### src/rtl/train_sequencer.sv
// Training/inference sequencer for a single associate neuron: replays a small
// sample store, returns saturated errors, and reports per-epoch absolute loss.
module train_sequencer #(
  parameter int N      = 2,
  parameter int DEPTH  = 4,
  parameter int EPOCHS = 16
) (
  input  logic                       clock,
  input  logic                       reset,
  input  logic                       ld_valid,
  input  logic [$clog2(DEPTH)-1:0]   ld_addr,
  input  logic [N*8-1:0]             ld_arg,
  input  logic [15:0]                ld_target,
  output logic                       ld_ready,
  input  logic                       start,
  input  logic                       mode,
  input  logic [$clog2(DEPTH):0]     count,
  output logic                       busy,
  output logic                       done,
  output logic                       loss_valid,
  output logic [23:0]                loss_data,
  output logic                       train,
  output logic                       arg_valid,
  output logic [N*8-1:0]             arg_data,
  input  logic                       arg_ready,
  input  logic                       res_valid,
  input  logic [15:0]                res_data,
  output logic                       res_ready,
  output logic                       err_valid,
  output logic [15:0]                err_data,
  input  logic                       err_ready,
  input  logic                       fbk_valid,
  input  logic [N*16-1:0]            fbk_data,
  output logic                       fbk_ready
);

  localparam int AW = $clog2(DEPTH);
  localparam int CW = AW + 1;
  localparam int EW = $clog2(EPOCHS) + 1;
  localparam int SW = N * 8 + 16;

  typedef enum logic [2:0] {
    S_IDLE, S_FETCH, S_ARG, S_RES, S_ERR, S_FBK, S_NEXT, S_DONE
  } state_t;

  state_t          state_r, state_next;
  logic [AW-1:0]   idx_r, idx_next, last_r, last_next;
  logic [EW-1:0]   epoch_r, epoch_next;
  logic            mode_r, mode_next;
  logic [23:0]     acc_r, acc_next;
  logic [N*8-1:0]  arg_r, arg_next;
  logic [15:0]     tgt_r, tgt_next, err_r, err_next, e_s;
  logic [SW-1:0]   mem_r [DEPTH];
  logic            ld_ready_r, busy_r, done_r, loss_valid_r, train_r;
  logic            arg_valid_r, res_ready_r, err_valid_r, fbk_ready_r;
  logic            busy_next;
  logic            unused_fbk_s;

  // 17-bit signed difference clipped back into the 16-bit signed range
  function automatic logic [15:0] sat_err(input logic [15:0] tgt, input logic [15:0] res);
    logic [16:0] d;
    d = {tgt[15], tgt} - {res[15], res};
    if (d[16:15] == 2'b01) begin
      return 16'h7FFF;
    end else if (d[16:15] == 2'b10) begin
      return 16'h8000;
    end else begin
      return d[15:0];
    end
  endfunction

  function automatic logic [16:0] abs_err(input logic [15:0] e);
    if (e[15]) begin
      return {1'b0, ~e} + 17'd1;
    end else begin
      return {1'b0, e};
    end
  endfunction

  function automatic logic [23:0] sat_add(input logic [23:0] acc, input logic [16:0] a);
    logic [24:0] s;
    s = {1'b0, acc} + {8'd0, a};
    if (s[24]) begin
      return 24'hFFFFFF;
    end else begin
      return s[23:0];
    end
  endfunction

  function automatic logic [AW-1:0] last_of(input logic [CW-1:0] c);
    if (c == {CW{1'b0}}) begin
      return {AW{1'b0}};
    end else if (c > CW'(DEPTH)) begin
      return AW'(DEPTH - 1);
    end else begin
      return AW'(c - CW'(1));
    end
  endfunction

  assign unused_fbk_s = ^fbk_data;
  assign e_s          = sat_err(tgt_r, res_data);

  // Sample store write port; deliberately unreset so contents survive reset
  always_ff @(posedge clock) begin
    if (ld_valid && ld_ready_r) begin
      mem_r[ld_addr] <= {ld_arg, ld_target};
    end
  end

  // Next-state and datapath update
  always_comb begin
    state_next = state_r;
    idx_next   = idx_r;
    last_next  = last_r;
    epoch_next = epoch_r;
    mode_next  = mode_r;
    acc_next   = acc_r;
    arg_next   = arg_r;
    tgt_next   = tgt_r;
    err_next   = err_r;
    case (state_r)
      S_IDLE: begin
        if (start) begin
          mode_next  = mode;
          last_next  = last_of(count);
          idx_next   = {AW{1'b0}};
          epoch_next = {EW{1'b0}};
          acc_next   = 24'd0;
          state_next = S_FETCH;
        end else begin
          state_next = S_IDLE;
        end
      end
      S_FETCH: begin
        {arg_next, tgt_next} = mem_r[idx_r];
        state_next           = S_ARG;
      end
      S_ARG: begin
        if (arg_ready) begin
          state_next = S_RES;
        end else begin
          state_next = S_ARG;
        end
      end
      S_RES: begin
        if (res_valid) begin
          err_next   = e_s;
          acc_next   = sat_add(acc_r, abs_err(e_s));
          state_next = mode_r ? S_ERR : S_NEXT;
        end else begin
          state_next = S_RES;
        end
      end
      S_ERR: begin
        if (err_ready) begin
          state_next = S_FBK;
        end else begin
          state_next = S_ERR;
        end
      end
      S_FBK: begin
        if (fbk_valid) begin
          state_next = S_NEXT;
        end else begin
          state_next = S_FBK;
        end
      end
      S_NEXT: begin
        if (idx_r != last_r) begin
          idx_next   = idx_r + AW'(1);
          state_next = S_FETCH;
        end else begin
          idx_next = {AW{1'b0}};
          // A perfect epoch stops training early
          if (!mode_r || (epoch_r == EW'(EPOCHS - 1)) || (acc_r == 24'd0)) begin
            state_next = S_DONE;
          end else begin
            epoch_next = epoch_r + EW'(1);
            acc_next   = 24'd0;
            state_next = S_FETCH;
          end
        end
      end
      S_DONE:  state_next = S_IDLE;
      default: state_next = S_IDLE;
    endcase
  end

  assign busy_next = (state_next inside {S_FETCH, S_ARG, S_RES, S_ERR, S_FBK, S_NEXT});

  // State, datapath and output registers; handshake outputs decode the next state
  always_ff @(posedge clock) begin
    if (reset) begin
      state_r      <= S_IDLE;
      idx_r        <= {AW{1'b0}};
      last_r       <= {AW{1'b0}};
      epoch_r      <= {EW{1'b0}};
      mode_r       <= 1'b0;
      acc_r        <= 24'd0;
      arg_r        <= {(N*8){1'b0}};
      tgt_r        <= 16'd0;
      err_r        <= 16'd0;
      ld_ready_r   <= 1'b1;
      busy_r       <= 1'b0;
      done_r       <= 1'b0;
      loss_valid_r <= 1'b0;
      train_r      <= 1'b0;
      arg_valid_r  <= 1'b0;
      res_ready_r  <= 1'b0;
      err_valid_r  <= 1'b0;
      fbk_ready_r  <= 1'b0;
    end else begin
      state_r      <= state_next;
      idx_r        <= idx_next;
      last_r       <= last_next;
      epoch_r      <= epoch_next;
      mode_r       <= mode_next;
      acc_r        <= acc_next;
      arg_r        <= arg_next;
      tgt_r        <= tgt_next;
      err_r        <= err_next;
      ld_ready_r   <= (state_next == S_IDLE);
      busy_r       <= busy_next;
      done_r       <= (state_next == S_DONE);
      loss_valid_r <= (state_next == S_NEXT) && (idx_next == last_next);
      train_r      <= busy_next ? mode_next : 1'b0;
      arg_valid_r  <= (state_next == S_ARG);
      res_ready_r  <= (state_next == S_RES);
      err_valid_r  <= (state_next == S_ERR);
      fbk_ready_r  <= (state_next == S_FBK);
    end
  end

  assign ld_ready   = ld_ready_r;
  assign busy       = busy_r;
  assign done       = done_r;
  assign loss_valid = loss_valid_r;
  assign loss_data  = acc_r;
  assign train      = train_r;
  assign arg_valid  = arg_valid_r;
  assign arg_data   = arg_r;
  assign res_ready  = res_ready_r;
  assign err_valid  = err_valid_r;
  assign err_data   = err_r;
  assign fbk_ready  = fbk_ready_r;

endmodule

### config.mk
export PLATFORM = sky130hd
export DESIGN_NAME = train_sequencer
export DESIGN_NICKNAME = d
export VERILOG_FILES = /design/src/rtl/train_sequencer.sv
export SDC_FILE = /design/constraint.sdc
export NUM_CORES = 1
export LEC_CHECK = 0
export ABC_AREA = 1
export BUFFER_PORTS_ARGS = -buffer_cell sky130_fd_sc_hd__buf_2
export CAP_MARGIN = 10
export CORE_MARGIN = 3
export CORE_UTILIZATION = 45
export CTS_CLUSTER_SIZE = 20
export DETAILED_ROUTE_END_ITERATION = 6
export PLACE_DENSITY = 0.73
export SYNTH_ARGS = -nofsm -noshare
export SYNTH_HDL_FRONTEND = slang
export SYNTH_SLANG_ARGS = --single-unit
### constraint.sdc
create_clock -name clock -period 5.7 [get_ports clock]
set_input_delay 0.285 -clock clock [delete_from_list [all_inputs] [get_ports clock]]
set_output_delay 0.285 -clock clock [all_outputs]
set_load 0.1 [all_outputs]
# --- Yosys cells after proc, flatten, opt, wreduce, memory -nomap -nowiden ---
# Memory sizes are Yosys's and may differ from the RTL's. A register that Yosys moved wholly into a read port is not among the register bits.
# Cells that the tools add are included.
totals:
  register_bits: 62
  ram_bits: 128
  input_bits: 94
  memories: 1
mem_list:
  columns: ["memory", "words", "word_bits", "rd", "rd_clocked_by_memory_dff", "write_ports", "line_no", "rtl"]
  rows:
  - ["mem_r", 4, 32, 1, 1, 1, "53", "logic [SW-1:0] mem_r [DEPTH];"]
classes:
  addsub: 6
  n_lt_le_gt_ge: 1
  eq_ne: 23
  muxes: 35
  n_bitwise: 2
  reduce_logical: 16
op_table:
  columns: ["operator", "count"]
  rows:
  - ["$mux 24", 5]
  - ["$pmux 24 s3", 1]
  - ["$mux 17", 3]
  - ["$mux 16", 2]
  - ["$add 24x17->25", 1]
  - ["$eq 3x3->1 const B", 8]
  - ["$logic_not 24->1", 1]
  - ["$pmux 3 s8", 1]
  - ["$add 16x1->17 const B", 1]
  - ["$sub 16x16->17", 1]
  - ["$mux 2", 8]
  - ["$not 16->16", 1]
  - ["$mux 5", 3]
  - ["$eq 3x2->1 const B", 4]
  - ["$pmux 5 s2", 1]
  - ["$logic_not 3->1", 3]
  - ["$mux 3", 3]
  - ["$ne 2x2->1 const B", 4]
  - ["$mux 1", 7]
  - ["$eq 3x1->1 const B", 2]
  - ["$reduce_bool 6->1", 1]
  - ["$add 5x1->5 const B", 1]
  - ["$eq 5x4->1 const B", 1]
  - ["$reduce_and 5->1", 1]
  - ["17 further kinds", 19]

# --- Longest topological paths before layout ---
logic_depth:
  ltp_word: 13
  depth_mapped: 39
  ltp_nobuf: 38

# --- Worst setup path after synthesis ---
# OpenSTA, ideal clock, no wires.
synth_timing:
  kind: "register to register"
  start: "register tgt_r[0]"
  end: "register acc_r[13] (netlist: loss_data[13])"
  arrival_time_ps: 4056
  path_slack_ps: 1512
  path_stages_with_launch: 37
  n_path_buf: 2
  synth_period_minus_slack_ps: 4188
  cell_sequence: "dfxtp_1 inv_1 ha_1 inv_1 fa_1 nand2_1 nand2_1 nand3b_1 nand2_2 nand2_2 nand2_2 nand2_2 nand2_4 nand2_4 buf_6 nand2_1 nand2_1 inv_1 ha_1 nand3_1 inv_1 nand2_1 nand2_2 nand2_1 nand2_1 nand2_1 inv_1 ha_1 nand2_1 inv_1 a21oi_1 o21ai_0 nand3_1 nand3_1 clkbuf_1 o21ai_0 a21oi_1"
synth_between:
  elab_chain_len: 13
  elab_cells_between_ends: 14
synth_lines:
  columns: ["item", "line_no", "rtl"]
  rows:
  - ["start, declared", "52", "logic [15:0] tgt_r, tgt_next, err_r, err_next, e_s;"]
  - ["start signal, assigned", "220", "tgt_r <= tgt_next;"]
  - ["$sub 16x16->17 *", "62", "d = {tgt[15], tgt} - {res[15], res};"]
  - ["$eq 2x2->1", "65", "end else if (d[16:15] == 2'b10) begin"]
  - ["$mux 16", "65", null]
  - ["$mux 16 *", "63", "if (d[16:15] == 2'b01) begin"]
  - ["$not 16->16", "74", "return {1'b0, ~e} + 17'd1;"]
  - ["$add 16x1->17", "74", null]
  - ["$mux 17 *", "73", "if (e[15]) begin"]
  - ["$mux 17 *", "146", "if (res_valid) begin"]
  - ["$mux 17 *", "121", "case (state_r)"]
  - ["$add 24x17->25 *", "82", "s = {1'b0, acc} + {8'd0, a};"]
  - ["$mux 24 *", "83", "if (s[24]) begin"]
  - ["$mux 24 *", "146", null]
  - ["$pmux 24 s3 *", "121", null]
  - ["end signal, assigned", "218", "acc_r <= acc_next;"]
  - ["end, declared", "50", "logic [23:0] acc_r, acc_next;"]
# Every way passes the cells marked *; elsewhere a longest branch is shown, timed or not. The select of a mux whose other input is x is not followed.
# A chain may end at the register's enable or synchronous reset.

# --- Final worst setup path ---
layout_timing:
  start: "register tgt_r[0]"
  end: "register acc_r[15] (netlist: loss_data[15])"
layout_between:
  elab_chain_len: 13
  elab_cells_between_ends: 14
layout_lines:
  columns: ["item", "line_no"]
  rows:
  - ["$sub 16x16->17 *", "62"]
  - ["$eq 2x2->1", "65"]
  - ["$mux 16", "65"]
  - ["$mux 16 *", "63"]
  - ["via e_s[0]", "52"]
  - ["$not 16->16", "74"]
  - ["$add 16x1->17", "74"]
  - ["$mux 17 *", "73"]
  - ["$mux 17 *", "146"]
  - ["$mux 17 *", "121"]
  - ["$add 24x17->25 *", "82"]
  - ["$mux 24 *", "83"]
  - ["$mux 24 *", "146"]
  - ["$pmux 24 s3 *", "121"]
# Mark *: on every way through the listed nets, which the timed path passes. The rest lies on a longest branch. The select of a mux whose other input is x is not followed.

==> impl_metrics.csv <==
group,metric,value,unit
timing,slew_viol_final,0,
routing,first_iter_violations,529,
cts,cts_tree,"built",
timing,worst_pin_slew,0.868,ns
min_path,whs_path_depth,3,
routing,drt_wl_total,26200,µm
floorplan,pin_count,159,
power_and_ir_drop,vdd_drop_max,0.000299,V
cts,cts.sinks,222,
logic_synthesis,synthAdderAreaFrac,4.60,%
cts,post_cts_buffers,0,
logic_synthesis,synthArstFlopShare,0,%
routing,num_vias,9203,
critical_path,cp_slowest_stage_delay,0.45,ns
min_path,min_from,"mode",
global_routing,antenna_found_initial,3,
critical_path,rr_worst_depth,32,
logic_synthesis,synth_ff_type,"edfxtp_1",
cts,htreeDepth,1,
cts,postCtsHoldBufs,32,
timing,post-route-period-util,89.1,%
critical_path,slowest_stage,"nand3_1",
logic_synthesis,synth_xor_xnor_area_share,2.75,%
min_path,hold_end,"mode_r",
critical_path,cp-start-kind,"flop",
global_routing,gr-usage-all-layers,19.4,%
power_and_ir_drop,p_leak,6.07,nW
placement,dpl_worst_slack,0.671,ns
global_routing,grt_pass1_wl,42300,µm
cts,cts_resized,0,
logic_synthesis,syn_area,11200,µm²
timing,maxSlewHeadroom,42.0,%
timing,fin_skew,0.0106,ns
logic_synthesis,yosysMostFrequentCell,"nand2_1",
routing,via_per_inst,5.12,
critical_path,required,6.06,ns
timing,rsz0062_at_grt,"no",
routing,detail_route.wl_per_cell,14.6,µm
placement,io_buffer_count,126,
floorplan,start_util,46.7,%
timing,fin_ws,0.623,ns
global_routing,grt_start_max_net_pins,70,
routing,wl_met3,1510,µm
cells_and_area,fillers,2155,
routing,dr.pass1.iters,5,
cells_and_area,seqCellArea,5730,µm²
logic_synthesis,synth_simple_gate_area_share,17.3,%
logic_synthesis,syn_nets,1448,
logic_synthesis,ys_warn_count,0,
critical_path,crit_fanout,19,
logic_synthesis,yosysTopAreaCellShare,34.5,%
routing,ant_nets,0,
logic_synthesis,yosys.area.top_type,"edfxtp_1",
logic_synthesis,synth-edff-count,128,
power_and_ir_drop,power,0.00468,W
timing,finalSetupViolCount,0,
critical_path,rr_endpoint,"loss_data[15]",
floorplan,die_y,163,µm
logic_synthesis,yosys-top-cells-count,"nand2_1, inv_1, o21ai_0, edfxtp_1, nor2_1",
placement,dp_hpwl,17000,µm
timing,fin_tns_setup,0,ns
routing,routed.top_layer,"met5",
logic_synthesis,synthesis.instances,1315,
routing,route.detailed.drc,0,
timing,max_freq,197,MHz
critical_path,r2r-start,"tgt_r[0]",
cts,cts_buffers,23,
power_and_ir_drop,cellPowerDensity,357,nW/µm²
logic_synthesis,synth_top_family_by_area,"simple AND/OR/NAND/NOR gates",
routing,wl_met1,11300,µm
floorplan,rows,56,
status,outcome,"finished, final reports clean",
critical_path,end_kind,"flop",
logic_synthesis,ys_types,43,
critical_path,rrSetupSlack,0.62,ns
floorplan,die-area,26700,µm²
floorplan,die_w,163,µm
logic_synthesis,yosysSeqAreaShare,51.3,%
critical_path,worstPathArrival,5.44,ns
cells_and_area,multiInputGateArea,4480,µm²
cells_and_area,drive_gt1_share,13.6,%
logic_synthesis,synthMuxAreaShare,0.0897,%
cts,cts_buffer_depth,3,
cells_and_area,area_delta_synth_final,17.6,%
logic_synthesis,syn_avg_cell_area,8.48,µm²
timing,fin_crit,5.08,ns
cells_and_area,fin_nets,1592,
critical_path,crit_top_cell,"inv_1",
global_routing,grt_pass1_vias,8739,
routing,wl_met2,12900,µm
min_path,hp-class,"in -> reg",
logic_synthesis,ys_seq_elements,222,
cts,clkTransAtPathRegs,0.06,ns
cts,clock_latency,0.52,ns
floorplan,core_region_area,23900,µm²
timing,hold_viol,0,
logic_synthesis,synth_area_leaders,"edfxtp_1, dfxtp_1, nand2_1, inv_1, o21ai_0",
global_routing,grt-ovfl-total,0,
placement,gp_congestion,0.867,
cts,cts_root_buffer,"clkbuf_16",
run,cap_viol_max_count,0,
logic_synthesis,synth_compound_area_share,15.1,%
critical_path,crit_type,"reg -> reg",
-- power by group --
group          switching [W]  internal (W)  total (W)
registers          0.0000427       0.00179    0.00184
logic                0.00101      0.000426    0.00144
clock network       0.000611      0.000795    0.00141
total                0.00166       0.00301    0.00468
-- cells in the final DEF (no fill, tap or decap), types with 4 or more instances in the layout --
master / count
nand2_1: 216
nor3_1: 16
o211ai_1: 11
buf_4: 12
nand4_1: 5
xor2_1: 27
dfxtp_1: 93
o22ai_1: 33
edfxtp_1: 128
nand3_1: 45
clkbuf_16: 23
nor3_2: 5
clkinv_2: 5
nor4_1: 9
dlygate4sd3_1: 32
nand2_2: 14
ha_1: 37
nor2_1: 121
buf_2: 126
inv_1: 204
o21bai_1: 14
a21oi_1: 89
o21ai_0: 149
nand3b_1: 8
xnor2_1: 8
nand2_4: 4
clkbuf_1: 6
clkinv_1: 5
-- cells by family after synthesis --
kind of cell / Yosys count
multiplexers: 1
other: 1
adder cells (fa/ha/maj): 40
flip-flops: 222
AND/OR/NAND/NOR: 451
AO/OA/AOI/OAI: 310
XOR/XNOR: 35
buffers and inverters: 255
-- critical path, delay by kind of cell (launching register included) --
kind,cells,cell delay [ns]
buf+inv,6,0.41
compound gates,4,0.77
flops,1,0.29
fa+ha+maj,4,1.06
simple gates,18,2.39
-- cell type report --
class                           count  area share, %
Timing Repair Buffer              170           7.94
Inverter                          204           5.84
Multi-Input combinational cell    838           34.2
Antenna cell                        1         0.0191
Tap cell                          319           3.04
Sequential cell                   222           43.7
Clock inverter                     13          0.782
Clock buffer                       29           4.56
-- flip-flops by register name, indices dropped and copies added (netlist names), 2 cells and up --
signal     count
tgt_r         16
state_r        3
err_data      16
epoch_r        5
loss_data     24
arg_data      16
mem_r        128
idx_r          2
last_r         2
-- routing by layer --
layer	vias up	global-route usage, %
met4	4	4.84
met2	243	34.7
met3	44	3.02
met1	4232	24.7
li1	4680	-
met5	-	0
-- how the worst max path moves through the flow --
| stage | slack [ns] | to | start |
|---|---|---|---|
| 2_1_floorplan | 1.51 | loss_data[13] | tgt_r[0] |
| 3_3_place_gp | 0.78 | loss_data[8] | res_data[0] |
| 3_5_place_dp | 0.67 | loss_data[3] | res_data[0] |
| 4_1_cts | 0.67 | loss_data[3] | tgt_r[0] |
| 5_1_grt | 0.09 | loss_data[0] | tgt_r[0] |
| 6_report | 0.62 | loss_data[15] | tgt_r[0] |
-- per-stage QoR --
stage,area [µm²],hold WS [ns],util [%],cells
finish,13100,0.0493,54.9,1796
global route,13100,0.0643,54.9,1796
CTS,13100,0.0259,54.9,1795
detailed placement,12100,0.462,50.6,1721
global placement,12100,0.447,50.6,1721
floorplan,11200,0.384,-,1315
Note: power is estimated with default switching activity, not from simulation.
